**src/rtl/issue_scoreboard_pkg.sv**
```systemverilog
// Shared ARM issue constants: register mask width, CPSR bit position in a slot,
// default pipeline depth, and slot packing helpers.
package issue_scoreboard_pkg;

  localparam int REG_W         = 16;
  localparam int CPSR_BIT      = 0;
  localparam int SLOT_W        = REG_W + 1;
  localparam int DEPTH_DEFAULT = 3;

  localparam logic [15:0] CNT_MAX = 16'hFFFF;

  // Slot layout: {def_regs, def_cpsr}, CPSR at bit CPSR_BIT
  typedef logic [SLOT_W-1:0] slot_t;

  typedef enum logic [1:0] {
    SLOT_HOLD  = 2'd0,
    SLOT_CLEAR = 2'd1,
    SLOT_LOAD  = 2'd2
  } slot_ctrl_e;

  function automatic slot_t slot_pack(input logic [REG_W-1:0] regs, input logic cpsr);
    return {regs, cpsr};
  endfunction

  function automatic logic [REG_W-1:0] slot_regs(input slot_t s);
    return s[SLOT_W-1:CPSR_BIT+1];
  endfunction

  function automatic logic slot_cpsr(input slot_t s);
    return s[CPSR_BIT];
  endfunction

endpackage

```
**src/rtl/issue_scoreboard_if.sv**
```systemverilog
// Issue-stage scoreboard bus: issuing instruction's use/def masks, pipeline
// controls, and the scoreboard's hazard/busy/bubble/statistics outputs.
interface issue_scoreboard_if import issue_scoreboard_pkg::*; ();

  logic             stall;
  logic             flush;
  logic             inbubble;
  logic [REG_W-1:0] use_regs;
  logic             use_cpsr;
  logic [REG_W-1:0] def_regs;
  logic             def_cpsr;
  logic             hazard;
  logic             outbubble;
  logic [REG_W-1:0] busy_regs;
  logic             busy_cpsr;
  logic [15:0]      hazard_cycles;

  modport master (
    output stall, flush, inbubble, use_regs, use_cpsr, def_regs, def_cpsr,
    input  hazard, outbubble, busy_regs, busy_cpsr, hazard_cycles
  );

  modport slave (
    input  stall, flush, inbubble, use_regs, use_cpsr, def_regs, def_cpsr,
    output hazard, outbubble, busy_regs, busy_cpsr, hazard_cycles
  );

endinterface

```
**src/rtl/issue_scoreboard_slot.sv**
```systemverilog
// One scoreboard slot: holds an in-flight {def_regs, def_cpsr} with
// hold / clear / load control.
module scoreboard_slot import issue_scoreboard_pkg::*; (
  input  logic       clk,
  input  logic       rst,
  input  slot_ctrl_e ctrl,
  input  slot_t      d,
  output slot_t      q
);

  // Slot register update
  always_ff @(posedge clk) begin
    if (rst) begin
      q <= {SLOT_W{1'b0}};
    end else begin
      case (ctrl)
        SLOT_HOLD:  q <= q;
        SLOT_CLEAR: q <= {SLOT_W{1'b0}};
        SLOT_LOAD:  q <= d;
        default:    q <= {SLOT_W{1'b0}};
      endcase
    end
  end

endmodule

```
**src/rtl/issue_scoreboard.sv**
```systemverilog
// In-order issue scoreboard: tracks destination registers/flags of the DEPTH
// instructions between issue and writeback and holds dependent readers.
module issue_scoreboard import issue_scoreboard_pkg::*; #(
  parameter int DEPTH = DEPTH_DEFAULT
) (
  input logic         clk,
  input logic         rst,
  issue_scoreboard_if.slave sb
);

  slot_t       slot_q_s [DEPTH];
  slot_t       busy_s;
  slot_ctrl_e  ctrl_s;
  logic        hazard_s;
  logic        issue_s;
  logic        outbubble_r;
  logic [15:0] hazard_cycles_r;

  // Union of all in-flight definitions
  always_comb begin
    busy_s = {SLOT_W{1'b0}};
    for (int i = 0; i < DEPTH; i++) begin
      busy_s = busy_s | slot_q_s[i];
    end
  end

  // Read-after-write check; the issuing instruction's own defs are irrelevant
  always_comb begin
    hazard_s = 1'b0;
    if (!sb.inbubble) begin
      hazard_s = ((sb.use_regs & slot_regs(busy_s)) != {REG_W{1'b0}}) ||
                 (sb.use_cpsr && slot_cpsr(busy_s));
    end else begin
      hazard_s = 1'b0;
    end
  end

  assign issue_s = !sb.inbubble && !hazard_s;

  // Shared slot control; flush wins over stall
  always_comb begin
    ctrl_s = SLOT_LOAD;
    if (sb.flush) begin
      ctrl_s = SLOT_CLEAR;
    end else if (sb.stall) begin
      ctrl_s = SLOT_HOLD;
    end else begin
      ctrl_s = SLOT_LOAD;
    end
  end

  for (genvar i = 0; i < DEPTH; i++) begin : g_slot
    slot_t d_s;
    if (i == 0) begin : g_head
      assign d_s = issue_s ? slot_pack(sb.def_regs, sb.def_cpsr) : {SLOT_W{1'b0}};
    end else begin : g_shift
      assign d_s = slot_q_s[i-1];
    end
    scoreboard_slot u_slot (
      .clk  (clk),
      .rst  (rst),
      .ctrl (ctrl_s),
      .d    (d_s),
      .q    (slot_q_s[i])
    );
  end

  // Bubble handed to the next stage
  always_ff @(posedge clk) begin
    if (rst) begin
      outbubble_r <= 1'b1;
    end else if (sb.flush) begin
      outbubble_r <= 1'b1;
    end else if (sb.stall) begin
      outbubble_r <= outbubble_r;
    end else begin
      outbubble_r <= sb.inbubble | hazard_s;
    end
  end

  // Saturating count of cycles lost to hazards
  always_ff @(posedge clk) begin
    if (rst) begin
      hazard_cycles_r <= 16'h0000;
    end else if (hazard_s && !sb.stall && !sb.flush && (hazard_cycles_r != CNT_MAX)) begin
      hazard_cycles_r <= hazard_cycles_r + 16'd1;
    end else begin
      hazard_cycles_r <= hazard_cycles_r;
    end
  end

  assign sb.hazard        = hazard_s;
  assign sb.outbubble     = outbubble_r;
  assign sb.busy_regs     = slot_regs(busy_s);
  assign sb.busy_cpsr     = slot_cpsr(busy_s);
  assign sb.hazard_cycles = hazard_cycles_r;

endmodule

```
**src/flat_wrapper.sv**
```systemverilog
// flat-port wrapper written by rule: the top's interface ports become plain ports
module issue_scoreboard_flat import issue_scoreboard_pkg::*;
#(
  parameter int DEPTH = DEPTH_DEFAULT
)
  (clk, rst, sb_stall, sb_flush, sb_inbubble, sb_use_regs, sb_use_cpsr, sb_def_regs, sb_def_cpsr, sb_hazard, sb_outbubble, sb_busy_regs, sb_busy_cpsr, sb_hazard_cycles);
  issue_scoreboard_if sb_i ();
  input logic clk;
  input logic rst;
  input wire logic [$bits(sb_i.stall)-1:0] sb_stall;
  input wire logic [$bits(sb_i.flush)-1:0] sb_flush;
  input wire logic [$bits(sb_i.inbubble)-1:0] sb_inbubble;
  input wire logic [$bits(sb_i.use_regs)-1:0] sb_use_regs;
  input wire logic [$bits(sb_i.use_cpsr)-1:0] sb_use_cpsr;
  input wire logic [$bits(sb_i.def_regs)-1:0] sb_def_regs;
  input wire logic [$bits(sb_i.def_cpsr)-1:0] sb_def_cpsr;
  output wire logic [$bits(sb_i.hazard)-1:0] sb_hazard;
  output wire logic [$bits(sb_i.outbubble)-1:0] sb_outbubble;
  output wire logic [$bits(sb_i.busy_regs)-1:0] sb_busy_regs;
  output wire logic [$bits(sb_i.busy_cpsr)-1:0] sb_busy_cpsr;
  output wire logic [$bits(sb_i.hazard_cycles)-1:0] sb_hazard_cycles;
  assign sb_i.stall = sb_stall;
  assign sb_i.flush = sb_flush;
  assign sb_i.inbubble = sb_inbubble;
  assign sb_i.use_regs = sb_use_regs;
  assign sb_i.use_cpsr = sb_use_cpsr;
  assign sb_i.def_regs = sb_def_regs;
  assign sb_i.def_cpsr = sb_def_cpsr;
  assign sb_hazard = sb_i.hazard;
  assign sb_outbubble = sb_i.outbubble;
  assign sb_busy_regs = sb_i.busy_regs;
  assign sb_busy_cpsr = sb_i.busy_cpsr;
  assign sb_hazard_cycles = sb_i.hazard_cycles;
  issue_scoreboard #(.DEPTH(DEPTH)) u_core (.clk(clk), .rst(rst), .sb(sb_i));
endmodule
```
**config.mk**
```make
export PLATFORM = sky130hd
export DESIGN_NAME = issue_scoreboard_flat
export DESIGN_NICKNAME = d
export VERILOG_FILES = /design/src/rtl/issue_scoreboard_pkg.sv /design/src/rtl/issue_scoreboard_if.sv /design/src/rtl/issue_scoreboard_slot.sv /design/src/rtl/issue_scoreboard.sv /design/src/flat_wrapper.sv
export SDC_FILE = /design/constraint.sdc
export NUM_CORES = 1
export LEC_CHECK = 0
export CORE_MARGIN = 2
export CORE_UTILIZATION = 52
export CTS_CLUSTER_DIAMETER = 30
export DETAILED_ROUTE_END_ITERATION = 12
export GPL_TIMING_DRIVEN = 1
export PLACE_DENSITY = 0.85
export SETUP_SLACK_MARGIN = 0.5
export SYNTH_ARGS = -nofsm -noshare
export SYNTH_HDL_FRONTEND = slang
export SYNTH_SLANG_ARGS = --single-unit
export TNS_END_PERCENT = 10
```
**constraint.sdc**
```tcl
create_clock -name clk -period 3.2 [get_ports clk]
set_input_delay 0.48 -clock clk [delete_from_list [all_inputs] [get_ports clk]]
set_output_delay 0.48 -clock clk [all_outputs]
set_load 0.02 [all_outputs]
```
## Word level (Yosys, flattened, before mapping)

Index checks and enable logic that the tools add are counted.

| storage, ports and cells | value |
|---|---|
| logic and storage cells | 32 |
| flip-flop bits (word level) | 68 |
| output and inout port bits | 35 |

| cells by class | value |
|---|---|
| reductions and logical operators | 13 |
| add/sub/neg operators | 1 |
| equal/unequal tests | 2 |
| bitwise logic cells | 4 |
| multiplexer cells | 7 |

Operators by type and width:

| operator | count |
|---|---|
| one-hot mux 17 bit (2 select lines) | 3 |
| OR 17 bit | 2 |
| two-way mux 17 bit | 1 |
| adder 16 x 1 -> 16 bit (second input constant) | 1 |
| bitwise AND 16 bit | 1 |
| != test 16 bit (second input constant) | 1 |
| nonzero test 16 bit | 1 |
| logical AND 1 bit | 5 |
| zero test 1 bit | 4 |
| two-way mux 2 bit | 2 |
| equality test 2 bit (second input constant) | 1 |
| zero test 2 bit | 1 |
| OR reduction 2 bit | 1 |
| logical OR 1 bit | 1 |
| two-way mux 1 bit | 1 |
| OR 1 bit | 1 |

## Logic depth before layout (Yosys ltp)

| logic depth | value |
|---|---|
| word-level depth | 10 |
| mapped depth | 8 |

## Modules after synthesis

From an unflattened synthesis, not the netlist that was laid out.

| unflattened totals | value |
|---|---|
| cell total of the unflattened synthesis | 335 |
| area, all modules | 3,259.4 sq um |

By module, submodules not included:

| module | times used | cells each | area each (sq um) |
|---|---|---|---|
| scoreboard_slot | 3 | 56 | 629.4 |
| issue_scoreboard | 1 | 167 | 1,371.3 |

## Worst setup path after synthesis

No wires, ideal clock.

| path | value |
|---|---|
| kind | register -> register |
| from | register u_core.g_slot[1].u_slot.q[15] |
| to | register u_core.g_slot[0].u_slot.q[10] |
| path slack | 0.839 ns |
| setup time | 0.059 ns |
| buffers on the path | 1 |
| period minus slack after synthesis | 2.361 ns |
| arrival | 2.302 ns |
| stages on the path, launching flop included | 8 |
| path through | dfxtp_1 or3_1 a22o_1 a2111oi_4 nand2_2 nor3_4 buf_4 a22o_1 |

| between the ends | value |
|---|---|
| word-level cells in the longest chain between the ends | 10 |

Ends and longest elaborated chain:

| item | RTL line | text |
|---|---|---|
| from (decl) | issue_scoreboard_slot.sv:8 | `output slot_t q` |
| from (signal assigned) | issue_scoreboard_slot.sv:14 | `q <= {SLOT_W{1'b0}};` |
| from (signal assigned) | issue_scoreboard_slot.sv:17 | `SLOT_HOLD: q <= q;` |
| from (signal assigned) | issue_scoreboard_slot.sv:18 | `SLOT_CLEAR: q <= {SLOT_W{1'b0}};` |
| OR 17 bit (2 in series) | issue_scoreboard.sv:23 | `busy_s = busy_s \| slot_q_s[i];` |
| via sb_busy_regs[14] | flat_wrapper.sv:19 | `output wire logic [$bits(sb_i.busy_regs)-1:0] sb_busy_regs;` |
| bitwise AND 16 bit | issue_scoreboard.sv:31 | `hazard_s = ((sb.use_regs & slot_regs(busy_s)) != {REG_W{1'b0}}) \|\|` |
| nonzero test 16 bit | issue_scoreboard.sv:31 |  |
| logical OR 1 bit | issue_scoreboard.sv:31 |  |
| two-way mux 1 bit | issue_scoreboard.sv:30 | `if (!sb.inbubble) begin` |
| zero test 1 bit | issue_scoreboard.sv:38 | `assign issue_s = !sb.inbubble && !hazard_s;` |
| logical AND 1 bit | issue_scoreboard.sv:38 |  |
| two-way mux 17 bit | issue_scoreboard.sv:55 | `assign d_s = issue_s ? slot_pack(sb.def_regs, sb.def_cpsr) : {SLOT_W{1'b0}};` |
| one-hot mux 17 bit (2 select lines) | issue_scoreboard_slot.sv:16 | `case (ctrl)` |
| to (signal assigned) | issue_scoreboard_slot.sv:17 |  |
| to (signal assigned) | issue_scoreboard_slot.sv:18 |  |
| to (signal assigned) | issue_scoreboard_slot.sv:20 | `default: q <= {SLOT_W{1'b0}};` |
| to (decl) | issue_scoreboard_slot.sv:8 |  |

The timed path passes the listed nets, and every way through them passes these cells.
A chain may end at the register's enable or synchronous reset.

## Worst setup path after layout

| path | value |
|---|---|
| from | register u_core.g_slot[2].u_slot.q[12] |
| to | output sb_hazard |

| between the ends | value |
|---|---|
| word-level cells in the longest chain between the ends | 5 |

Ends and longest elaborated chain:

| item | RTL line | text |
|---|---|---|
| from (decl) | issue_scoreboard_slot.sv:8 |  |
| from (signal assigned) | issue_scoreboard_slot.sv:14 |  |
| from (signal assigned) | issue_scoreboard_slot.sv:17 |  |
| from (signal assigned) | issue_scoreboard_slot.sv:18 |  |
| OR 17 bit | issue_scoreboard.sv:23 |  |
| bitwise AND 16 bit | issue_scoreboard.sv:31 |  |
| nonzero test 16 bit | issue_scoreboard.sv:31 |  |
| logical OR 1 bit | issue_scoreboard.sv:31 |  |
| two-way mux 1 bit | issue_scoreboard.sv:30 |  |
| to (decl) | flat_wrapper.sv:17 | `output wire logic [$bits(sb_i.hazard)-1:0] sb_hazard;` |

Every way passes these cells.

==> impl_metrics.csv <==
group,metric,value,unit
status,status,"completed",
synthesis,synthFlopType,"dfxtp_1",
cts,clk_path_buf_depth,2,
final_layout,regArea,1360,sq um
detailed_routing,met1_length,2940,um
synthesis,synthDistinctLibCells,42,
setup_path,worstSetupStartpoint,"u_core.g_slot[2].u_slot.q[12]",
final_layout,final_net_count,405,
sta,worstMarginPinSlew,0.753,ns
setup_path,endpoint_kind,"primary output",
sta,final_hold_viol_count,0,
setup_path,max_stage_delay,0.40,ns
floorplanning,pin_count,74,
synthesis,synthArstFlopShare,0,%
detailed_routing,via_count,2447,
synthesis,yosys_warnings,0,
floorplanning,rows,26,
setup_path,reg2reg_slack,0.73,ns
detailed_routing,dr_wl_met3,330,um
detailed_routing,finalWirelength,6420,um
cts,cts.sinks,68,
cts,clk_latency,0.35,ns
floorplanning,die-area,6030,sq um
placed_design,io_buffers,73,
setup_path,r2r_start,"u_core.g_slot[2].u_slot.q[12]",
sta,setup_violations,0,
detailed_routing,drc,0,
sta,fmax,384,MHz
final_layout,finish.utilization,73.2,%
detailed_routing,top_layer_used,"met4",
job,max-cap-violations,0,
floorplanning,initial_core_util,54.6,%
detailed_routing,post_drt_wl_per_cell,14.6,um
setup_path,crit_slowest_cell,"or3_1",
setup_path,required,2.72,ns
min_path,worstHoldStart,"u_core.g_slot[2].u_slot.q[0]",
synthesis,syn_area_per_cell,9.80,sq um
sta,skew,0.00964,ns
final_layout,syn_to_final_growth,34.2,%
final_layout,n_fill_cell,375,
placed_design,hpwl,4500,um
floorplanning,die_height,77.7,um
final_layout,final_layout_size_suffix_gt1_share,8.94,%
setup_path,r2r_cells,9,
setup_path,crit_fanout,2,
sta,relSlewSlack,49.5,%
global_route,grt_overflow_total,0,
cts,numCtsBuffers,9,
sta,fin_crit,2.60,ns
detailed_routing,wl_met2,3040,um
cts,cts_hold_buf,0,
detailed_routing,drtPass1Iterations,4,
synthesis,ys_seq_elements,68,
global_route,first_global_vias,2396,
global_route,track_usage,22.9,%
sta,grt_setup_unrepaired,"false",
detailed_routing,ant_nets,0,
power_and_ir_drop,p_leak,1.50,nW
sta,finalCritPeriodShare,81.3,%
synthesis,synth_edf_count,0,
setup_path,arrival,2.12,ns
setup_path,path_common_cell,"buf_4",
power_and_ir_drop,irDropWorstVdd,0.304,mV
setup_path,r2r-end,"u_core.sb.hazard_cycles[6]",
final_layout,antenna_cells,0,
cts,cts_tree,"done",
synthesis,netlist_area,2820,sq um
power_and_ir_drop,powerDensity,424,nW/um^2
placed_design,routabilityCongestion,0.875,
sta,setup-tns-final,0,ns
min_path,holdPathStages,2,
min_path,hold_class,"reg -> reg",
floorplanning,die_x,77.7,um
global_route,antenna_found_initial,0,
setup_path,endpoint,"sb_hazard",
synthesis,yosysSeqAreaShare,48.2,%
detailed_routing,drt_iter0_markers,95,
global_route,grt_max_degree,37,
cts,clkTransAtPathRegs,0.07,ns
detailed_routing,viasPerCell,5.57,
synthesis,syn_inst,288,
floorplanning,core_area,5170,sq um
cts,htreeDepth,3,
setup_path,startpoint_type,"flip-flop",
setup_path,path_cells,"or3_1, a221o_1, nor4bb_1, buf_4, a21oi_1, buf_4",
sta,slew_violations,0,
final_layout,multi_input_area,1370,sq um
synthesis,syn_nets,328,
cts,cts-root-buf,"clkbuf_8",
setup_path,critPathKind,"reg -> out",
global_route,grt_pass1_wl,11000,um
-- routing by layer --
layer / vias up / GRT usage, %
li1: 1195 / -
met1: 1162 / 28.1
met2: 78 / 38.2
met3: 12 / 5.35
met4: 0 / 10.4
met5: - / 0
-- state kept, by name (all words and copies together) (netlist names) --
| register | flops |
|---|---|
| u_core.g_slot.u_slot.q | 51 |
| u_core.sb.hazard_cycles | 16 |
| u_core.sb.outbubble | 1 |
-- Yosys cell counts, types with 4 or more instances --
cell type  instances  area share (%)
or3_1             18             4.0
o31ai_1            4             1.1
mux2i_1           35              12
nand4_1            7             1.6
dfxtp_1           68              48
inv_1              7            0.93
a211oi_1           5             1.3
clkbuf_1           8             1.1
nor2_1            49             6.5
xnor2_1            5             1.6
nand2_1            6            0.80
a21oi_1            7             1.2
nand3_1            8             1.4
a22o_1            19             5.9
-- layout by cell type (no fill, tap or decap), types with 2 or more instances in the layout --
master,Yosys,routed
clkdlybuf4s50_1,0,71
dfxtp_1,68,68
nor2_1,49,49
mux2i_1,35,35
a22o_1,19,19
or3_1,18,18
clkbuf_8,0,9
buf_4,1,9
nand3_1,8,8
nand4_1,7,7
a21oi_1,7,7
inv_1,7,7
nand2_1,6,6
a211oi_1,5,5
xnor2_1,5,5
o31ai_1,4,4
nor2b_1,3,3
mux2_2,3,3
a21o_1,3,3
clkinv_2,0,3
a22oi_1,2,2
or2_2,2,2
and4_1,2,2
nand2b_1,2,2
clkinvlp_4,0,2
-- timing repair --
item                       4_1_cts  5_1_grt
setup endpoints to repair        1        1
pin swaps                        1        2
resized for setup                4        1
setup buffers                    1        0
-- worst max-delay path, delay by kind of cell (launching register included) --
kind | cells | cell delay, ns
and+or+nand+nor | 2 | 0.69
AOI/OAI and AO/OA | 2 | 0.43
buffers and inverters | 2 | 0.35
DFF | 1 | 0.31
-- cell type report --
| cell class | count | share of cell area, % |
|---|---|---|
| Timing Repair Buffer | 81 | 20.7 |
| Inverter | 7 | 0.694 |
| Tap cell | 70 | 2.31 |
| Sequential cell | 68 | 35.9 |
| Clock inverter | 5 | 0.793 |
| Clock buffer | 10 | 3.37 |
| Multi-Input combinational cell | 198 | 36.2 |
-- kinds of logic after synthesis --
| group | count (synthesis) | synth area share, % |
|---|---|---|
| AOI/OAI and AO/OA | 49 | 14.3 |
| xor gates and xnor gates | 5 | 1.55 |
| adders and majority gates | 1 | 0.443 |
| buffers and inverters | 22 | 3.19 |
| DFF | 68 | 48.2 |
| muxes | 38 | 13.6 |
| and+or+nand+nor | 105 | 18.7 |
-- worst min path at each step --
stage,slack [ns],to
global route,0.52,u_core.g_slot[0].u_slot.q[2]
detailed placement,0.48,u_core.g_slot[2].u_slot.q[12]
finish,0.49,u_core.g_slot[2].u_slot.q[0]
CTS,0.50,u_core.g_slot[2].u_slot.q[12]
floorplan,0.46,u_core.g_slot[2].u_slot.q[16]
global placement,0.47,u_core.g_slot[2].u_slot.q[16]
-- report_power, final --
part           total, mW  leakage (nW)  switching (mW)  internal [mW]
clock              0.582        0.0779           0.310          0.272
sequential         0.859         0.548         0.00627          0.853
combinational      0.164         0.874          0.0750         0.0885
total               1.61          1.50           0.391           1.21
-- per-stage QoR --
stage	std cells	worst slack (ns)	power [mW]	area, sq um	hold slack [ns]
detailed placement	423	0.296	1.04	3620	0.483
floorplan	288	0.839	0.956	2820	0.456
global route	439	0.523	1.67	3790	0.522
global placement	423	0.315	1.04	3620	0.467
finish	439	0.598	1.61	3790	0.492
CTS	439	0.543	1.62	3780	0.501
Note: power is estimated with default switching activity, not from simulation.
==> RTL change, RTL diff (same flow settings) <==
`REG_W`: 16 -> 18.
--- a/src/rtl/issue_scoreboard_pkg.sv
+++ b/src/rtl/issue_scoreboard_pkg.sv
@@ -3,5 +3,5 @@
 package issue_scoreboard_pkg;
 
-  localparam int REG_W         = 16;
+  localparam int REG_W         = 18;
   localparam int CPSR_BIT      = 0;
   localparam int SLOT_W        = REG_W + 1;
Ports: changed (resized sb_busy_regs, sb_def_regs and sb_use_regs); port bits go from 74 to 80. The function was not compared with the original's and may differ.
==> RTL change against the unedited design <==
  * Sequential cell count grew 6
  * Wire length grew 14%
  * Utilization shrank 0.50 points
  * Die area grew 10%
  * Synthesized area grew 11%
  * Setup slack gained 48 ps
  * Clock skew shrank 2.4 ps
  * Clock power grew 63%
  * Design area grew 13%
  * Largest cell class unchanged
  * Power grew 30%
  * Global-route usage grew 0.52 points
  * Critical endpoint is now u_core.g_slot[0].u_slot.q[5]$_SDFFE_PP0P_
==> RTL change: results (changes against the unedited design) <==
.. list-table::
   :header-rows: 1

   * - Metric
     - Value
   * - Cell with the largest stage delay on the worst path
     - sky130_fd_sc_hd__nor3b_4
   * - VDD IR-drop max
     - 0.4172 mV (+37%)
   * - Hold Path End
     - u_core.g_slot[2].u_slot.q[5]$_SDFFE_PP0P_
   * - Met2 usage in global routing
     - 0.3975 (+0.01564)
   * - Global routing met1 resource utilization
     - 0.2864 (+0.005016)
   * - Wire length of the first global-routing pass
     - 11.83 mm (+7.6%)
   * - Filler Cells Inserted
     - 452 (+21%)
   * - Syn Nets
     - 360 (+9.8%)
   * - Number of port buffers
     - 79 (+8.2%)
   * - Global router's overall resource usage
     - 0.2347 (+0.005230)
   * - Post-Synthesis Cells
     - 316 (+9.7%)
   * - Placer's final routability congestion estimate
     - 0.8013 (-8.4%)
   * - Seq pwr
     - 0.935 mW (+8.8%)
   * - Slack of the worst reg-to-reg path
     - 650 ps (-80 ps)
   * - Pin count of the biggest net entering global routing
     - 41 (+11%)
   * - Placed Cells incl. Taps
     - 455 (+7.6%)
   * - Lkg Pwr
     - 1.738 nW (+16%)
   * - Met3 Track Usage GR
     - 0.04725 (-0.006236)
   * - Worst setup path endpoint
     - u_core.g_slot[0].u_slot.q[5]$_SDFFE_PP0P_
   * - Via count of the first global-routing pass
     - 2526 (+5.4%)
   * - P_int
     - 1.649 mW (+36%)
   * - Run status
     - complete, no violations
   * - Hold Crit Start
     - u_core.g_slot[2].u_slot.q[5]$_SDFFE_PP0P_
   * - Maximum clock skew at final layout
     - 7.219 ps (-2.418 ps)
   * - Share of total power consumed by net switching
     - 0.2078 (-0.03607)
   * - Reg2Reg Launch Point
     - u_core.g_slot[0].u_slot.q[13]$_SDFFE_PP0P_
   * - Flip-flop count of the largest register after layout
     - 57 (+12%)
   * - Placement-stage cell area
     - 3988 um2 (+10%)
   * - Arrival time at the worst endpoint
     - 2840 ps (+720 ps)
   * - Worst r2r path cells
     - 8 (-1)
   * - Wire per inst
     - 15.53 um (+6.2%)
   * - Wire length on met1
     - 3.099 mm (+5.6%)
   * - Vias after detailed routing
     - 2668 (+9.0%)
   * - Net count reported at finish
     - 435 (+7.4%)
   * - Number of distinct library cells after synthesis
     - 40 (-4.8%)
   * - Sum of met2 wire segment lengths after detailed routing
     - 3.708 mm (+22%)
   * - Leading post-synthesis cells by cell area
     - sky130_fd_sc_hd__dfxtp_1, sky130_fd_sc_hd__mux2i_1, sky130_fd_sc_hd__nor2_1
   * - Routed wire length
     - 7.316 mm (+14%)
   * - Fraction of layout instances using a drive strength above 1
     - 0.1263 (+0.03683)
   * - Group drawing the most power
     - clock
   * - Pin slew with the least headroom to its limit
     - 660.6 ps (-92.02 ps)
-- RTL change: logic make-up after synthesis --
logic type / Yosys count / synth area share
flip-flops: 74 / 0.4728
AND/OR/NAND/NOR: 123 / 0.2141
adder cells (fa/ha/maj): 1 / 0.003993
multiplexers: 46 / 0.1498
AO/OA/AOI/OAI: 49 / 0.1254
buffers and inverters: 23 / 0.03394
-- RTL change: what timing repair did --
action,CTS,global route
setup endpoints to repair,12,1
pin swaps,2,2
setup buffers,0,0
gates resized for setup,7,3
-- RTL change: layout make-up --
| cell class | instances | area (um2) | area share |
|---|---|---|---|
| Multi-Input combinational cell | 219 | 1577 | 0.3683 |
| Inverter | 1 | 3.754 | 0.0008769 |
| Sequential cell | 74 | 1481 | 0.3461 |
| Tap cell | 75 | 93.84 | 0.02192 |
| Clock buffer | 11 | 141.4 | 0.03303 |
| Clock inverter | 5 | 125.1 | 0.02923 |
| Timing Repair Buffer | 86 | 858.3 | 0.2005 |
